**config.mk**
```make
export PLATFORM = sky130hd
export DESIGN_NAME = tdm_mux2_scheduler
export DESIGN_NICKNAME = d
export VERILOG_FILES = /design/src/rtl/tdm_mux2_scheduler.sv
export SDC_FILE = /design/constraint.sdc
export NUM_CORES = 1
export LEC_CHECK = 0
export CORE_ASPECT_RATIO = 0.6
export CORE_MARGIN = 2
export CORE_UTILIZATION = 45
export DETAILED_ROUTE_END_ITERATION = 7
export GPL_TIMING_DRIVEN = 1
export PLACE_DENSITY_LB_ADDON = 0.12
export SLEW_MARGIN = 20
export SYNTH_ARGS = -nofsm -noshare
export SYNTH_HDL_FRONTEND = slang
export SYNTH_HIERARCHICAL = 1
export SYNTH_SLANG_ARGS = --single-unit
```
**constraint.sdc**
```tcl
create_clock -name clk -period 1.51 [get_ports clk]
set_clock_uncertainty 0.1 [all_clocks]
set_input_delay 0.302 -clock clk [delete_from_list [all_inputs] [get_ports clk]]
set_output_delay 0.302 -clock clk [all_outputs]
set_load 0.03 [all_outputs]
```
**src/rtl/tdm_mux2_scheduler.sv**
```systemverilog
// Two-channel word serializer feeding a 2:1 enable-gated mux.
// Each channel buffers one word; a two-state FSM shifts the chosen word out MSB first.

module tdm_mux2_chan #(
    parameter int WIDTH = 8
) (
    input  logic             clk,
    input  logic             rst_n,
    input  logic [WIDTH-1:0] data_i,
    input  logic             valid_i,
    input  logic             shift_i,
    input  logic             clear_i,
    output logic             ready_o,
    output logic             msb_o,
    output logic             full_o
);

    logic [WIDTH-1:0] sr_q, sr_d;
    logic             full_q, full_d;
    logic             accept;

    assign accept = valid_i & ~full_q;

    always_comb begin
        sr_d   = sr_q;
        full_d = full_q;
        if (accept) begin
            sr_d   = data_i;
            full_d = 1'b1;
        end else begin
            if (shift_i) sr_d   = {sr_q[WIDTH-2:0], 1'b0};
            if (clear_i) full_d = 1'b0;
        end
    end

    always_ff @(posedge clk or negedge rst_n) begin
        if (!rst_n) begin
            sr_q   <= '0;
            full_q <= 1'b0;
        end else begin
            sr_q   <= sr_d;
            full_q <= full_d;
        end
    end

    assign ready_o = ~full_q;
    assign msb_o   = sr_q[WIDTH-1];
    assign full_o  = full_q;

endmodule

module tdm_mux2_scheduler #(
    parameter int WIDTH = 8
) (
    input  logic             clk,
    input  logic             rst_n,
    input  logic [WIDTH-1:0] in0_data,
    input  logic             in0_valid,
    output logic             in0_ready,
    input  logic [WIDTH-1:0] in1_data,
    input  logic             in1_valid,
    output logic             in1_ready,
    output logic [1:0]       d,
    output logic             s,
    output logic             en,
    output logic             done
);

    localparam int CW = (WIDTH > 1) ? $clog2(WIDTH) : 1;
    localparam logic [CW-1:0] LAST_CNT = CW'(WIDTH - 1);

    typedef enum logic {IDLE = 1'b0, SHIFT = 1'b1} state_t;

    state_t           state_q, state_d;
    logic             s_q, s_d;
    logic             last_q, last_d;
    logic             done_q, done_d;
    logic [CW-1:0]    cnt_q, cnt_d;
    logic             last_bit;

    logic [1:0][WIDTH-1:0] ch_data;
    logic [1:0]            ch_valid, ch_shift, ch_clear, ch_ready, ch_msb, ch_full;

    assign ch_data  = {in1_data, in0_data};
    assign ch_valid = {in1_valid, in0_valid};
    assign last_bit = (state_q == SHIFT) && (cnt_q == LAST_CNT);

    for (genvar g = 0; g < 2; g++) begin : g_ch
        assign ch_shift[g] = (state_q == SHIFT) && (s_q == 1'(g));
        assign ch_clear[g] = ch_shift[g] && last_bit;

        tdm_mux2_chan #(.WIDTH(WIDTH)) u_chan (
            .clk     (clk),
            .rst_n   (rst_n),
            .data_i  (ch_data[g]),
            .valid_i (ch_valid[g]),
            .shift_i (ch_shift[g]),
            .clear_i (ch_clear[g]),
            .ready_o (ch_ready[g]),
            .msb_o   (ch_msb[g]),
            .full_o  (ch_full[g])
        );
    end

    always_ff @(posedge clk or negedge rst_n) begin
        if (!rst_n) begin
            state_q <= IDLE;
            s_q     <= 1'b0;
            last_q  <= 1'b1;
            done_q  <= 1'b0;
            cnt_q   <= '0;
        end else begin
            state_q <= state_d;
            s_q     <= s_d;
            last_q  <= last_d;
            done_q  <= done_d;
            cnt_q   <= cnt_d;
        end
    end

    always_comb begin
        state_d = state_q;
        case (state_q)
            IDLE:    if (|ch_full) state_d = SHIFT;
            SHIFT:   if (last_bit) state_d = IDLE;
            default: state_d = IDLE;
        endcase
    end

    // On a tie the channel that was not served last wins.
    always_comb begin
        s_d    = s_q;
        last_d = last_q;
        cnt_d  = cnt_q;
        done_d = 1'b0;
        if (state_q == IDLE) begin
            if (|ch_full) begin
                s_d   = (&ch_full) ? ~last_q : ch_full[1];
                cnt_d = '0;
            end
        end else begin
            cnt_d = cnt_q + 1'b1;
            if (last_bit) begin
                cnt_d  = '0;
                last_d = s_q;
                done_d = 1'b1;
            end
        end
    end

    always_comb begin
        en        = (state_q == SHIFT);
        s         = s_q;
        done      = done_q;
        d         = ch_msb;
        in0_ready = ch_ready[0];
        in1_ready = ch_ready[1];
    end

endmodule
```
==> flow_summary.yaml, run 1 <==
setup_path:
  critPathMaxStageDelay_ns: 0.43
  path_buf_inv: 1
  crit_type: "reg2out"
  end_kind: "output pin"
  start_kind: "register"
  crit_fanout: 5
  critPathRequiredTime_ns: 1.11
  arrival_ns: 1.08
  slowest_stage: "dfrtp_2"
  crit_chain: "clkdlybuf4s15_1"
  critical-path-top-delay-family: "flip-flops"
floorplan:
  rows: 15
  start_util_pct: 46.1
  ios: 27
  fp.dieW_um: 73.4
  die_area_um2: 3350
  die_h_um: 45.6
  design.core.area_um2: 2820
timing:
  final-hold-violation-count: 0
  period_share_pct: 98.1
  timing.setup.tns_ns: 0
  relSlewSlack_pct: 80.2
  max_slew.worst_pin.slew_ns: 0.299
  slew_viol_final: 0
  fmax_ghz: 0.675
  setup_viol: 0
  timing.final.crit_period_ns: 1.48
  whs_ns: 0.280
cts:
  clkTransAtPathRegs_ns: 0.09
  cts_max_level: 1
  clock_sinks: 25
  cts-buffers-inserted: 3
  clockBufferDepth: 2
  cts-root-buf: "clkbuf_8"
  cts_tree: "built"
  clkLatencyLatePin_ns: 0.27
  cts_hold_buf: 0
detailed_routing:
  ant_nets: 0
  drt_wl_total_um: 2210
  firstDrtPassIters: 3
  wl_per_cell_um: 14.1
  drc: 0
  vias: 782
  drt_iter0_drc: 25
  viasPerCell: 5.01
synthesis:
  syn_area_um2: 1300
  yosys_warnings: 6
  postSynthCellCount: 88
  ys_seq_area_share_pct: 48.3
  ys_seq_elements: 25
  syn_nets: 110
  ys_types: 21
  avgSynthCellArea_um2: 14.8
power:
  power_leakage_uw: 0.000863
  power_uw: 3550
  powerDensity_nw_per_um2: 2070
  vdd_drop_max_mv: 0.949
cells_and_area:
  drive_above_1_share_pct: 46.7
  stdcell_count: 156
  area_growth_pct: 31.7
  n_antenna_cell: 0
  nets: 145
placement:
  hpwlAfterDp_um: 1630
  place_congestion: 0.765
  dp_cells: 151
  io_buffer_count: 26
grt:
  grtUsageTotal_pct: 14.6
  grt_overflow: 0
  grt_max_degree: 26
  grt_pass1_vias: 756
  antenna_found_initial: 0
  grt_pass1_wl_um: 3590
status:
  status: "complete, no violations"
hold_path:
  hold_path.class: "in2async"
job:
  max_cap_viol_count: 0
-- path summary, 6_finish.rpt --
kind / start / to / cells past startpoint / slack (ns)
worst max-delay path: s / s / 1 / 0.03
worst max register to register: en / g_ch[0].u_chan/sr_q[5] / 5 / 0.03
worst min-delay path: rst_n / cnt_q[0] / 2 / 0.28
min in group clk: last_q / last_q / 1 / 0.42
worst min register to register: last_q / last_q / 1 / 0.42
max in group asynchronous: rst_n / last_q / 2 / 0.81
-- Yosys cell counts --
cell type / instances / area (um^2)
a21o_1: 1 / 7.51
a21oi_1: 1 / 5.00
a31o_2: 1 / 8.76
a32o_1: 2 / 20.0
and2_2: 2 / 15.0
and2b_2: 2 / 17.5
and3_2: 1 / 7.51
buf_4: 2 / 15.0
buf_6: 2 / 22.5
dfrtp_1: 24 / 601
dfstp_2: 1 / 26.3
ha_1: 2 / 25.0
inv_1: 4 / 15.0
mux2_2: 3 / 33.8
mux2_4: 28 / 420
nand2_1: 2 / 7.51
nand2b_1: 3 / 18.8
nor2_1: 3 / 11.3
nor2b_1: 1 / 6.26
nor3_1: 1 / 5.00
o21ai_0: 2 / 10.0
-- power by group --
part	internal (uW)	total, uW	switching, uW
logic	1270	1970	700
registers	985	1190	202
clock network	184	392	208
-- per-layer routing --
layer / GRT usage [%] / share of wire (%) / vias to the layer above
met5: 0 / 0 / -
met4: 2.18 / 0.36 / 0
met3: 4.87 / 5.0 / 2
met2: 23.4 / 45 / 15
met1: 19.9 / 49 / 390
li1: - / - / 375
-- timing repair --
item | 4_1_cts | 5_1_grt
endpoints found under the hold margin | 0 | 0
setup buffers | 0 | 1
endpoints found under the setup margin | 8 | 7
pin swaps | 0 | 1
resized for setup | 6 | 1
-- cell families (layout without fill, tap and decap cells) --
logic type | Yosys count | after routing | share of synthesized area [%]
compound gates | 7 | 7 | 3.95
mux | 31 | 31 | 35.0
buf+inv | 8 | 42 | 4.05
simple gates | 15 | 15 | 6.84
flops | 25 | 25 | 48.3
fa+ha+maj | 2 | 2 | 1.93
-- state kept, by name, indices dropped and copies added, names as in the netlist --
signal              count
last_q                  1
s                       1
en                      1
g_ch.u_chan/full_o      2
g_ch.u_chan/sr_q       16
cnt_q                   3
done                    1
-- layout by cell type (no fill, tap or decap), types with 3 or more instances in the layout --
cell type        instances
inv_1                    3
mux2_4                  28
buf_12                   3
dfrtp_1                 22
mux2_2                   3
buf_4                    8
clkbuf_8                 3
nand2b_1                 3
clkdlybuf4s50_1         19
dlygate4sd2_1            3
-- per-stage QoR --
stage / util (%) / instance area [um^2] / setup WS, ns
after CTS: 60.4 / 1700 / 0.0114
after detailed placement: 58.7 / 1650 / -0.0289
after global placement: 58.7 / 1650 / -0.0111
final: 60.8 / 1710 / 0.0291
after floorplan: - / 1310 / -0.0645
after global routing: 60.8 / 1710 / -0.000996
-- layout make-up --
cell class | count | area (um^2)
Timing Repair Buffer | 34 | 347
Multi-Input combinational cell | 55 | 628
Tap cell | 34 | 42.5
Clock inverter | 1 | 5.00
Clock buffer | 3 | 41.3
Fill cell | 241 | 1100
Sequential cell | 25 | 629
Inverter | 4 | 17.5
No activity file was read; power rests on OpenSTA's default activity.
==> run 2: changes to the inputs <==
CORE_ASPECT_RATIO = 2   (was 0.6)
==> run 2 against run 1 <==
Critical path depth increased by 4. Setup slack improved by 0.012 ns. Cell count decreased by 3.8%. Sequential power about the same.
==> flow_summary.yaml, run 2 (same netlist as run 1, synthesis figures left out) <==
floorplan:
  die_area_um2: 3360
  start_util_pct: 47.5
  design.core.area_um2: 2740
  die_h_um: 80.0
  ios: 27
  rows: 27
  fp.dieW_um: 42.0
cts:
  ctsResizeCount: 3
  cts_max_level: 1
  clkLatencyLatePin_ns: 0.26
  cts-root-buf: "clkbuf_8"
  clock_sinks: 25
  clkTransAtPathRegs_ns: 0.08
  cts-buffers-inserted: 3
  clockBufferDepth: 2
  cts_post_setup_buffers_inserted: 0
  cts_tree: "built"
  cts_hold_buf: 0
setup_path:
  path_buf_inv: 2
  slowest_stage: "dfrtp_2"
  r2r_start: "en"
  crit_chain: "inv_2, nor2_4, buf_12, mux2_4, mux2_4"
  rrSetupSlack_ns: 0.04
  arrival_ns: 1.52
  cp_common_cell: "mux2_4"
  critPathMaxStageDelay_ns: 0.43
  critical-path-top-delay-family: "multiplexers"
  end_kind: "register"
  crit_fanout: 8
  worstRegToRegCells: 5
  crit_type: "reg2reg"
  start_kind: "register"
  critPathRequiredTime_ns: 1.56
  rr_endpoint: "g_ch[0].u_chan/sr_q[3]"
grt:
  grt_overflow: 0
  grt_max_degree: 26
  grtUsageTotal_pct: 16.4
  grt_pass1_wl_um: 4150
  antenna_found_initial: 0
  grt_pass1_vias: 910
timing:
  setup_viol: 0
  timing.final.crit_period_ns: 1.47
  slew_viol_final: 0
  fmax_ghz: 0.681
  timing.setup.tns_ns: 0
  period_share_pct: 97.3
  max_slew.worst_pin.slew_ns: 0.302
  relSlewSlack_pct: 80.0
  final-hold-violation-count: 0
  whs_ns: 0.280
  rsz0062_at_grt: "no"
power:
  vdd_drop_max_mv: 1.08
  clkPwrFrac_pct: 10.9
  power_leakage_uw: 0.000861
  powerDensity_nw_per_um2: 2100
  p_int_uw: 2460
  power_uw: 3580
  netSwitchingPower_uw: 1120
  combPwrFrac_pct: 56.1
  swShare_pct: 31.2
  p_seq_share_pct: 33.0
placement:
  hpwlAfterDp_um: 1780
  io_buffer_count: 26
  dp_cells: 146
  place_congestion: 0.789
detailed_routing:
  ant_nets: 0
  viasPerCell: 5.34
  vias: 801
  wl_per_cell_um: 15.8
  drt_iter0_drc: 9
  drt_wl_total_um: 2370
  drc: 0
  firstDrtPassIters: 4
hold_path:
  hold_path.class: "in2async"
cells_and_area:
  stdcell_count: 150
  drive_above_1_share_pct: 46.3
  nets: 144
  n_antenna_cell: 0
  final_cell_mix: "mux2_4 (28), dfrtp_1 (22), clkdlybuf4s50_1 (19), buf_4 (7), buf_12 (4)"
  top_register: "g_ch.u_chan/sr_q"
  largest_reg_flops: 16
  area_growth_pct: 31.1
  layout_commonest_cell: "mux2_4"
status:
  status: "complete, no violations"
job:
  max_cap_viol_count: 0
run 2: power by group through the flow:
stage | sequential (uW) | combinational, uW | clock [uW]
after floorplan | 1260 | 1440 | 0
after global placement | 1170 | 2000 | 0
after detailed placement | 1180 | 2040 | 0
after CTS | 1180 | 2020 | 407
after global routing | 1220 | 2160 | 427
final | 1180 | 2010 | 390
run 2: layer usage:
layer	global-route usage (%)	vias to the layer above	part of all wire [%]
met5	0	-	0
met4	9.35	0	2.7
met3	4.07	7	5.2
met2	28.3	23	53
met1	17.9	401	40
li1	-	370	-
run 2: layout make-up:
cell class / count / area [um^2]
flip-flops and latches: 25 / 629
clock buffers: 4 / 45.0
fillers: 207 / 1030
multi-input cells: 55 / 628
repair buffers: 33 / 349
inverters: 4 / 15.0
well taps: 29 / 36.3
run 2: metrics by stage:
stage | area [um^2] | worst slack [ns] | util (%)
CTS | 1700 | 0.0144 | 62.0
finish | 1700 | 0.0413 | 62.2
global route | 1700 | 0.00529 | 62.2
global placement | 1660 | -0.0128 | 60.5
floorplan | 1310 | -0.0645 | -
detailed placement | 1660 | -0.0183 | 60.5
run 2: worst max path at each step:
stage | cells after the start | slack (ns) | start | endpoint
after detailed placement | 4 | -0.02 | in1_valid | g_ch[1].u_chan/sr_q[1]
final | 5 | 0.04 | en | g_ch[0].u_chan/sr_q[3]
after floorplan | 4 | -0.06 | en | g_ch[1].u_chan/sr_q[1]
after CTS | 4 | 0.01 | s | g_ch[0].u_chan/sr_q[3]
after global routing | 5 | 0.005 | en | g_ch[0].u_chan/sr_q[3]
after global placement | 4 | -0.01 | in1_valid | g_ch[1].u_chan/sr_q[4]
run 2: worst reg2reg max path: stages (launching register included):
cell and delay [ns]:
dfrtp_2 0.43, inv_2 0.11, nor2_4 0.05, buf_12 0.13, mux2_4 0.29, mux2_4 0.25
==> run 3: changes to the inputs <==
CORE_UTILIZATION = 43   (was 45)
SYNTH_HIERARCHICAL = unset   (was 1)
==> run 3 against run 2 <==
Total power down 20%. Combinational power is 37% lower. Sequential share of layout area rose by 5.0 points. Sequential power about the same. Routed wire length shrank 15%. Core utilization is 4.1 points lower. Largest cell class unchanged. Area after synthesis down 11%. Cell count is 12% higher. Setup slack better by 0.051 ns. Die area is 6.3% lower. Largest power group unchanged.
==> flow_summary.yaml, run 3 <==
grt:
  grt_overflow: 0
  grt_max_degree: 26
  grtUsageTotal_pct: 16.2
  grt_pass1_wl_um: 3570
  antenna_found_initial: 0
  grt_pass1_vias: 922
setup_path:
  start_kind: "register"
  end_kind: "output pin"
  arrival_ns: 1.02
  crit_chain: "dlygate4sd2_1"
  crit_fanout: 2
  worstRegToRegCells: 4
  crit_type: "reg2out"
  critPathMaxStageDelay_ns: 0.40
  cp.depth: 1
  critical-path-top-delay-family: "buffers and inverters"
  critPathRequiredTime_ns: 1.11
  path_buf_inv: 1
  slowest_stage: "dlygate4sd2_1"
cts:
  cts-root-buf: "clkbuf_8"
  cts_post_setup_buffers_inserted: 0
  cts-buffers-inserted: 3
  clock_sinks: 25
  clkLatencyLatePin_ns: 0.26
  ctsResizeCount: 3
  cts_max_level: 1
  cts_tree: "built"
  cts_hold_buf: 0
  clockBufferDepth: 2
  clkTransAtPathRegs_ns: 0.08
detailed_routing:
  firstDrtPassIters: 3
  drt_iter0_drc: 21
  vias: 843
  drt_wl_total_um: 2030
  ant_nets: 0
  viasPerCell: 5.02
  wl_per_cell_um: 12.1
  drc: 0
cells_and_area:
  final_cell_mix: "dfrtp_1 (24), clkdlybuf4s50_1 (19), nand2_1 (16), mux2i_1 (14), nor2_1 (11)"
  n_antenna_cell: 0
  largest_reg_flops: 16
  layout_commonest_cell: "dfrtp_1"
  stdcell_count: 168
  nets: 163
  drive_above_1_share_pct: 12.9
  area_growth_pct: 29.3
  top_register: "g_ch.u_chan.sr_q"
timing:
  setup_viol: 0
  fmax_ghz: 0.705
  timing.setup.tns_ns: 0
  final-hold-violation-count: 0
  max_slew.worst_pin.slew_ns: 0.305
  relSlewSlack_pct: 79.7
  period_share_pct: 93.9
  slew_viol_final: 0
  rsz0062_at_grt: "no"
  timing.final.crit_period_ns: 1.42
synthesis:
  synth_ff_type: "dfrtp_1"
  yosysTopAreaCellShare_pct: 51.9
  synth_commonest_cells: "dfrtp_1 (24), nand2_1 (16), mux2i_1 (14)"
  yosys-top-cells-area: "dfrtp_1 (52%), mux2i_1 (12%), nand2_1 (5.2%)"
  syn_area_um2: 1160
  synth_most_common_cell: "dfrtp_1"
  ys_types: 22
  avgSynthCellArea_um2: 10.4
  yosys_warnings: 0
  postSynthCellCount: 111
  ys_seq_elements: 25
  synthArstFlopShare_pct: 100
  synth-edff-count: 0
  syn_nets: 133
  synth_top_area_cell: "dfrtp_1"
  ys_seq_area_share_pct: 54.2
placement:
  io_buffer_count: 26
  hpwlAfterDp_um: 1620
  place_congestion: 0.700
  dp_cells: 164
power:
  swShare_pct: 37.1
  p_seq_share_pct: 41.9
  powerDensity_nw_per_um2: 1900
  power_leakage_uw: 0.000686
  p_int_uw: 1790
  combPwrFrac_pct: 44.6
  clkPwrFrac_pct: 13.5
  vdd_drop_max_mv: 0.883
  netSwitchingPower_uw: 1060
status:
  status: "complete, no violations"
hold_path:
  hold_path.class: "in2async"
floorplan:
  fp.dieW_um: 40.7
  die_area_um2: 3140
  rows: 26
  die_h_um: 77.3
  design.core.area_um2: 2570
  ios: 27
  start_util_pct: 45.0
job:
  max_cap_viol_count: 0
==> run 3: cell types whose count changed in the layout (fill, tap and decap cells not counted), sizes merged, moves of 2 or more <==
cell    change
a21oi       +6
a32o        -2
and2        -2
and2b       -2
mux2       -31
mux2i      +14
nand2      +15
nand3b      +2
nor2        +8
o21ai      +10
==> run 3: layout make-up <==
| class | instances | area (um^2) |
|---|---|---|
| Fill cell | 245 | 1070 |
| Sequential cell | 25 | 627 |
| Multi-Input combinational cell | 74 | 453 |
| Timing Repair Buffer | 32 | 317 |
| Clock buffer | 4 | 45.0 |
| Tap cell | 28 | 35.0 |
| Inverter | 5 | 18.8 |
==> run 3: cell families after synthesis <==
logic type      after synthesis  share of synthesized area (%)
compound gates               22                           10.4
flops                        25                           54.2
fa+ha+maj                     2                           2.16
mux                          14                           12.1
buf+inv                      12                           6.60
simple gates                 36                           14.5
==> run 3: power by group through the flow <==
| stage | clock [uW] | sequential (uW) | combinational [uW] |
|---|---|---|---|
| 5_1_grt | 425 | 1240 | 1430 |
| 2_1_floorplan | 0 | 1210 | 953 |
| 3_3_place_gp | 0 | 1200 | 1280 |
| 6_report | 384 | 1190 | 1270 |
| 4_1_cts | 401 | 1200 | 1300 |
| 3_5_place_dp | 0 | 1210 | 1320 |
==> run 3: stage by stage <==
stage / worst slack [ns] / area, um^2 / util, % / hold WS (ns) / power, uW
finish: 0.0924 / 1500 / 58.2 / 0.283 / 2850
global route: 0.0499 / 1500 / 58.2 / 0.291 / 3090
CTS: 0.0828 / 1500 / 58.2 / 0.288 / 2900
detailed placement: 0.113 / 1450 / 56.6 / 0.352 / 2530
global placement: 0.114 / 1450 / 56.6 / 0.352 / 2490
floorplan: 0.192 / 1160 / - / -0.0936 / 2160
==> run 3: worst paths after layout <==
kind                                   startpoint                endpoint  slack [ns]
max                        g_ch[1].u_chan.sr_q[7]                    d[1]        0.09
min                                         rst_n  g_ch[0].u_chan.sr_q[7]        0.28
max reg2reg                              cnt_q[0]                cnt_q[1]        0.19
min reg2reg                                last_q                  last_q        0.37
max in group asynchronous                   rst_n                  last_q        0.81
min in group clk                           last_q                  last_q        0.37
==> run 3: layer usage <==
layer  up-vias  part of all wire, %  global-route usage, %
li1        431                    -                      -
met1       387                   38                   15.9
met2        20                   56                   29.0
met3         5                  3.4                  0.857
met4         0                  2.9                   10.0
met5         -                    0                      0
